`config.mk`:
```
export PLATFORM = sky130hd
export DESIGN_NAME = encoder_8to3_seq
export DESIGN_NICKNAME = d
export VERILOG_FILES = /design/src/rtl/encoder_pkg.sv /design/src/rtl/prio_enc8.sv /design/src/rtl/encoder_8to3_seq.sv
export SDC_FILE = /design/constraint.sdc
export NUM_CORES = 1
export LEC_CHECK = 0
export CORE_UTILIZATION = 46
export DETAILED_ROUTE_END_ITERATION = 8
export GPL_TIMING_DRIVEN = 0
export HOLD_SLACK_MARGIN = 0.15
export PLACE_DENSITY = 0.82
export SKIP_CTS_REPAIR_TIMING = 1
export SYNTH_ARGS = -nofsm -noshare
export SYNTH_HDL_FRONTEND = slang
export SYNTH_SLANG_ARGS = --single-unit
export TNS_END_PERCENT = 30
```
`constraint.sdc`:
```
create_clock -name clk -period 2.1 [get_ports clk]
set_input_delay 0.21 -clock clk [delete_from_list [all_inputs] [get_ports clk]]
set_output_delay 0.21 -clock clk [all_outputs]
set_load 0.005 [all_outputs]
```
`src/rtl/encoder_pkg.sv`:
```
// encoder_pkg -- shared definitions for the sequential 8-to-3 encoder.
//   buf_state_e : state of the one-entry output buffer (EMPTY / FULL)
//   D_W         : width of the request vector
//   CODE_W      : width of the encoded index
package encoder_pkg;

  localparam int D_W    = 8;
  localparam int CODE_W = 3;

  typedef enum logic {
    ST_EMPTY = 1'b0,
    ST_FULL  = 1'b1
  } buf_state_e;

endpackage : encoder_pkg

```
`src/rtl/prio_enc8.sv`:
```
// prio_enc8 -- combinational 8-to-3 priority encoder.
//   Parameter PRIORITY_HIGH : 1 = highest set index wins, 0 = lowest wins.
//   d     in  [7:0] request vector
//   code  out [2:0] index of the winning bit (0 when d == 0)
//   zero  out       d has no bit set
//   multi out       d has more than one bit set
module prio_enc8
  import encoder_pkg::*;
#(
  parameter int PRIORITY_HIGH = 1
) (
  input  logic [D_W-1:0]    d,
  output logic [CODE_W-1:0] code,
  output logic              zero,
  output logic              multi
);

  localparam logic [D_W-1:0] ONE = D_W'(1);

  logic found;

  // Ascending scan: for high priority the last set bit seen wins; for low
  // priority the first set bit seen is latched via 'found'.
  always_comb begin
    code  = '0;
    found = 1'b0;
    for (int i = 0; i < D_W; i++) begin
      if (d[i]) begin
        if (PRIORITY_HIGH != 0) begin
          code = CODE_W'(i);
        end else if (!found) begin
          code  = CODE_W'(i);
          found = 1'b1;
        end
      end
    end
  end

  // Clearing the lowest set bit leaves something only if two or more were set.
  always_comb begin
    zero  = (d == '0);
    multi = ((d & (d - ONE)) != '0);
  end

endmodule : prio_enc8

```
`src/rtl/encoder_8to3_seq.sv`:
```
// encoder_8to3_seq -- registered 8-to-3 priority encoder with a one-entry
// valid/ready output buffer and a saturating accepted-word counter.
//   Parameters: PRIORITY_HIGH (1 = highest index wins), CNT_W (counter width)
//   clk       in        clock, rising edge
//   rst       in        synchronous active-high reset
//   d         in  [7:0] request vector
//   in_valid  in        d is valid
//   in_ready  out       block can take d this cycle
//   code      out [2:0] encoded index of the held result
//   zero      out       held result came from an all-zero word
//   multi     out       held result came from a word with >1 bit set
//   out_valid out       code/zero/multi hold a result
//   out_ready in        consumer takes the result this cycle
//   acc_cnt   out       saturating count of accepted words
//
// Handshake: a word transfers on a rising edge where valid and ready are both
// 1. in_ready depends combinationally on out_ready when the buffer is FULL,
// so a drain and a new accept can share one edge with no bubble.
module encoder_8to3_seq
  import encoder_pkg::*;
#(
  parameter int PRIORITY_HIGH = 1,
  parameter int CNT_W         = 8
) (
  input  logic              clk,
  input  logic              rst,
  input  logic [D_W-1:0]    d,
  input  logic              in_valid,
  output logic              in_ready,
  output logic [CODE_W-1:0] code,
  output logic              zero,
  output logic              multi,
  output logic              out_valid,
  input  logic              out_ready,
  output logic [CNT_W-1:0]  acc_cnt
);

  localparam logic [CNT_W-1:0] CNT_MAX = '1;
  localparam logic [CNT_W-1:0] CNT_ONE = CNT_W'(1);

  buf_state_e          state;
  buf_state_e          state_next;
  logic                accept;
  logic [CODE_W-1:0]   enc_code;
  logic                enc_zero;
  logic                enc_multi;

  prio_enc8 #(
    .PRIORITY_HIGH(PRIORITY_HIGH)
  ) u_prio (
    .d     (d),
    .code  (enc_code),
    .zero  (enc_zero),
    .multi (enc_multi)
  );

  assign accept = in_valid & in_ready;

  // State register
  always_ff @(posedge clk) begin
    if (rst) begin
      state <= ST_EMPTY;
    end else begin
      state <= state_next;
    end
  end

  // Next-state logic
  always_comb begin
    state_next = state;
    unique case (state)
      ST_EMPTY: if (accept) state_next = ST_FULL;
      ST_FULL: begin
        if (accept) begin
          state_next = ST_FULL;
        end else if (out_ready) begin
          state_next = ST_EMPTY;
        end
      end
      default: state_next = ST_EMPTY;
    endcase
  end

  // Output logic
  always_comb begin
    out_valid = (state == ST_FULL);
    in_ready  = (state == ST_EMPTY) | out_ready;
  end

  // Result register: loads only on accept, so a drain leaves the old values.
  always_ff @(posedge clk) begin
    if (rst) begin
      code  <= '0;
      zero  <= 1'b0;
      multi <= 1'b0;
    end else if (accept) begin
      code  <= enc_code;
      zero  <= enc_zero;
      multi <= enc_multi;
    end
  end

  // Accepted-word counter, sticks at all-ones.
  always_ff @(posedge clk) begin
    if (rst) begin
      acc_cnt <= '0;
    end else if (accept && (acc_cnt != CNT_MAX)) begin
      acc_cnt <= acc_cnt + CNT_ONE;
    end
  end

endmodule : encoder_8to3_seq

```
* Word-level counts from Yosys, hierarchy flattened
Index checks and enable logic that the tools add are counted. Widths: inputs -> output; s select.
Cells by class: $add $sub $neg 2, eq/ne operators 1, multiplexer cells 11, bitwise operators 4, reductions and logical operators 3
Operator list (count):
- $mux 3 | 4
- $add 8x1->8 const B | 1
- $and 8x8->8 | 1
- $logic_not 8->1 | 1
- $ne 8x8->1 const B | 1
- $reduce_bool 8->1 | 1
- $sub 8x1->8 const B | 1
- $mux 1 | 4
- $mux 2 | 2
- $pmux 1 s2 | 1
- $and 1x1->1 | 1
- $logic_and 1x1->1 | 1
- $not 1->1 | 1
- $or 1x1->1 | 1
Word-level totals: register bits after elaboration 14, output and inout port bits 15

* Depth between registers and ports, before layout
depth after elaboration 7, gate-level depth with buffers 6

* Hierarchy
Synthesis repeated with hierarchy kept, for this count alone.
Second synthesis, totals: cells, all modules 92, area total of the unflattened synthesis 768.2 sq um
By module, submodules not included:
- encoder_8to3_seq | instances 1, cells each 73, area an instance 649.4 sq um, seq. area each 280.3 sq um
- prio_enc8 | instances 1, cells each 19, area an instance 118.9 sq um, seq. area each 0.0 sq um

* Worst setup path after synthesis
No wires, ideal clock.
kind reg2reg, start register acc_cnt[0], end register acc_cnt[1], setup time 0.114 ns, data arrival time 1.241 ns, data required time 1.986 ns, slack 0.745 ns, stages on the path, launching flop included 6, buffers on the path 0, path through dfxtp_1 > ha_1 > nand4_2 > o211ai_4 > mux2i_1 > nor2_1
On the way: longest elaborated chain between the ends 2, elaborated cells between the ends (all ways) 3, classes of those cells 1 x add/sub; 1 x eq/ne; 1 x reduce/logical
RTL lines:
- from (decl) | RTL line encoder_8to3_seq.sv:35 | output logic [CNT_W-1:0] acc_cnt
- from (signal assigned) | RTL line encoder_8to3_seq.sv:108 | acc_cnt <= acc_cnt + CNT_ONE;
- parallel branches: the longest is 2 deep, another holds $add 8x1->8
Parallel ways; which one is timed is not known. A chain may end at the register's enable or synchronous reset.

* Worst setup path in the final report
start input out_ready, end output in_ready
On the way: longest elaborated chain between the ends 1
RTL lines:
- from (decl) | RTL line encoder_8to3_seq.sv:34 | input logic out_ready,
- $or 1x1->1 | RTL line encoder_8to3_seq.sv:87 | in_ready = (state == ST_EMPTY) | out_ready;
- to (decl) | RTL line encoder_8to3_seq.sv:29 | output logic in_ready,
No other way between the ends.

==> results.json <==
{
  "postRouteAntennaNets": 0,
  "timing.critical_path.to_type": "output pin",
  "worstSetupStartpoint": "out_ready",
  "max-vdd-ir-drop_v": 0.000382,
  "floorplan.die.height_um": 42.4,
  "grt.overflow.total": 0,
  "cts_max_level": 1,
  "worstSetupPathType": "in -> out",
  "slew-limit-headroom": 0.741,
  "drt-initial-drc-count": 20,
  "power_per_standard_cell_area_nw_per_um2": 524,
  "drive_gt1_frac": 0.0940,
  "avgViaCountPerCell": 5.68,
  "outcome": "completed",
  "tritoncts": "done",
  "finalHoldViolations": 0,
  "crit_path_max_fo": 8,
  "most_common_cell_after_layout_fill_and_taps_aside": "sky130_fd_sc_hd__clkdlybuf4s50_1",
  "design_area_sq_um": 1050,
  "final.min_clock_period_ns": 1.62,
  "synthDistinctLibCells": 32,
  "maximum_cell_stage_delay_along_the_critical_path_ns": 0.51,
  "antenna_cells": 0,
  "ys_top_cells_by_area": "sky130_fd_sc_hd__dfxtp_1 37%, sky130_fd_sc_hd__a21oi_1 6.0%, sky130_fd_sc_hd__nor2_1 6.0%",
  "worst_setup_hold_path_clk_slew_ns": 0.08,
  "grt_max_degree": 11,
  "post_synth_instance_area_sq_um": 751,
  "initial_core_util": 0.493,
  "worst_skew_pair.late_latency_ns": 0.28,
  "period_share": 0.774,
  "totalWireLength_um": 1740,
  "postLayoutCoreUtil": 0.691,
  "floorplan.rows": 14,
  "post-place-cells": 130,
  "first_pass_iters": 4,
  "timing.critical_path.required_ns": 1.89,
  "layout.filler_cells": 109,
  "post-route-drc-count": 0,
  "areaGrowthSynthToFinish_pct": 40.3,
  "reg2reg_from": "acc_cnt[0]",
  "postSynthRegisterBits": 14,
  "place_congestion": 0.789,
  "transition_at_the_pin_with_the_smallest_max_transition_slack_ns": 0.386,
  "rsz0062_at_grt": "false",
  "max-clock-path-buffers": 2,
  "drt-wirelength-per-cell_um": 13.1,
  "design.portCount": 27,
  "worst_hold_startpoint": "zero",
  "area_share_of_the_largest_cell_type_after_synthesis": 0.373,
  "timing.critical_path.arrival_ns": 1.41,
  "fraction_of_the_yosys_area_taken_by_sequential_cells": 0.373,
  "timing.critical_path.slowest_stage_cell": "sky130_fd_sc_hd__clkdlybuf4s50_1",
  "synth_nets": 101,
  "syn-instance-count": 88,
  "ys.warnings.count": 0,
  "critPathMostFrequentCell": "sky130_fd_sc_hd__clkdlybuf4s50_1",
  "final_cell_mix": "26 x sky130_fd_sc_hd__clkdlybuf4s50_1, 14 x sky130_fd_sc_hd__dfxtp_1, 12 x sky130_fd_sc_hd__nor2_1",
  "layout.nets": 132,
  "p_leak_nw": 0.424,
  "cts_made_buffers": 3,
  "startpoint_type": "primary input",
  "number_of_i_o_port_buffers": 26,
  "final-setup-viol-count": 0,
  "holdCritPathClass": "reg -> reg",
  "grt_antenna_before_repair": 0,
  "clockRootBuffer": "sky130_fd_sc_hd__clkbuf_4",
  "placed_area_sq_um": 1030,
  "die-area_sq_um": 1800,
  "tritoncts_num_sinks": 14,
  "worst_hold_slack_ns": 0.474,
  "grt_use_total": 0.231,
  "grt_pass1_wl_um": 3110,
  "timing.max_cap.violations": 0,
  "avgSynthCellArea_sq_um": 8.53,
  "dp_hpwl_um": 1320,
  "setup-tns-final_ns": 0,
  "multi_input_comb_area_sq_um": 425,
  "layout.cells.non_filler": 133,
  "yosys.area.top_type": "sky130_fd_sc_hd__dfxtp_1",
  "worst_path_cell_chain": "clkdlybuf4s50_1, nand2b_4, buf_6, clkdlybuf4s50_1",
  "seqCellArea_sq_um": 280,
  "routed-via-count": 755,
  "maxClockFrequency_mhz": 616,
  "die_w_um": 42.4,
  "core_area_sq_um": 1520,
  "timing.final.max_slew_violations": 0,
  "first_global_vias": 714,
  "fin_skew_ns": 0.00339
}
synthesized netlist by cell type:
master                     count
sky130_fd_sc_hd__a211oi_1      1
sky130_fd_sc_hd__nand3_1       2
sky130_fd_sc_hd__xor2_1        1
sky130_fd_sc_hd__nor4_2        1
sky130_fd_sc_hd__a22oi_1       1
sky130_fd_sc_hd__nor2b_1       1
sky130_fd_sc_hd__or3_1         2
sky130_fd_sc_hd__o21bai_1      1
sky130_fd_sc_hd__inv_1         4
sky130_fd_sc_hd__and2_4        1
sky130_fd_sc_hd__buf_4         1
sky130_fd_sc_hd__mux2i_1       3
sky130_fd_sc_hd__nand4_2       1
sky130_fd_sc_hd__o2111a_1      1
sky130_fd_sc_hd__buf_6         2
sky130_fd_sc_hd__a21oi_1       9
sky130_fd_sc_hd__nand2b_1      1
sky130_fd_sc_hd__nand2_1       9
sky130_fd_sc_hd__o22ai_1       2
sky130_fd_sc_hd__nor3_1        1
sky130_fd_sc_hd__nor2_1       12
sky130_fd_sc_hd__o21ai_0       3
sky130_fd_sc_hd__and4_1        1
sky130_fd_sc_hd__nand4_1       4
sky130_fd_sc_hd__o211ai_1      1
sky130_fd_sc_hd__a311oi_1      3
sky130_fd_sc_hd__ha_1          1
sky130_fd_sc_hd__o211ai_4      1
sky130_fd_sc_hd__and2_1        1
sky130_fd_sc_hd__nand2b_4      1
sky130_fd_sc_hd__dfxtp_1      14
sky130_fd_sc_hd__and3_1        1
flip-flops by register name, indices dropped and copies added, names as in the netlist:
name,cells
acc_cnt,8
code,3
multi,1
out_valid,1
zero,1
metal layers:
metal / GRT usage / wire length [um]
met5: 0 / 0
met4: 0.138 / 49
met3: 0.0733 / 86
met2: 0.348 / 786
met1: 0.286 / 816
critical path, delay by kind of cell:
family | cells | cell delay (ns)
simple gates | 1 | 0.11
buf+inv | 3 | 1.09
power by group:
part           switching (mW)  total [mW]  leakage [nW]  internal, mW
Combinational          0.0475       0.113         0.296        0.0658
Clock                  0.0863       0.153        0.0138        0.0665
Sequential            0.00891       0.286         0.115         0.277
Total                   0.143       0.553         0.424         0.410
final timing paths:
kind / slack (ns) / cells past startpoint / to
min reg2reg: 0.47 / 2 / zero
max reg2reg: 0.64 / 5 / acc_cnt[1]
max: 0.48 / 4 / in_ready
min: 0.47 / 2 / zero
stage by stage:
step / worst slack [ns] / total power, mW
3_3_place_gp: 0.488 / 0.404
5_1_grt: 0.432 / 0.580
3_5_place_dp: 0.463 / 0.406
2_1_floorplan: 0.745 / 0.342
6_report: 0.475 / 0.553
4_1_cts: 0.465 / 0.552
cells by family after synthesis:
family / after synthesis / synth area share
AND/OR/NAND/NOR: 39 / 0.283
adder cells (fa/ha/maj): 1 / 0.0167
buffers and inverters: 7 / 0.0600
AO/OA/AOI/OAI: 23 / 0.215
multiplexers: 3 / 0.0400
flip-flops: 14 / 0.373
XOR/XNOR: 1 / 0.0117
area by class of cell:
| class | count | area share |
|---|---|---|
| Buffer | 3 | 0.0285 |
| Clock buffer | 3 | 0.0214 |
| Inverter | 4 | 0.0143 |
| Multi-Input combinational cell | 67 | 0.404 |
| Sequential cell | 14 | 0.266 |
| Tap cell | 16 | 0.0190 |
| Timing Repair Buffer | 26 | 0.247 |
No activity file was read; power rests on OpenSTA's default activity.
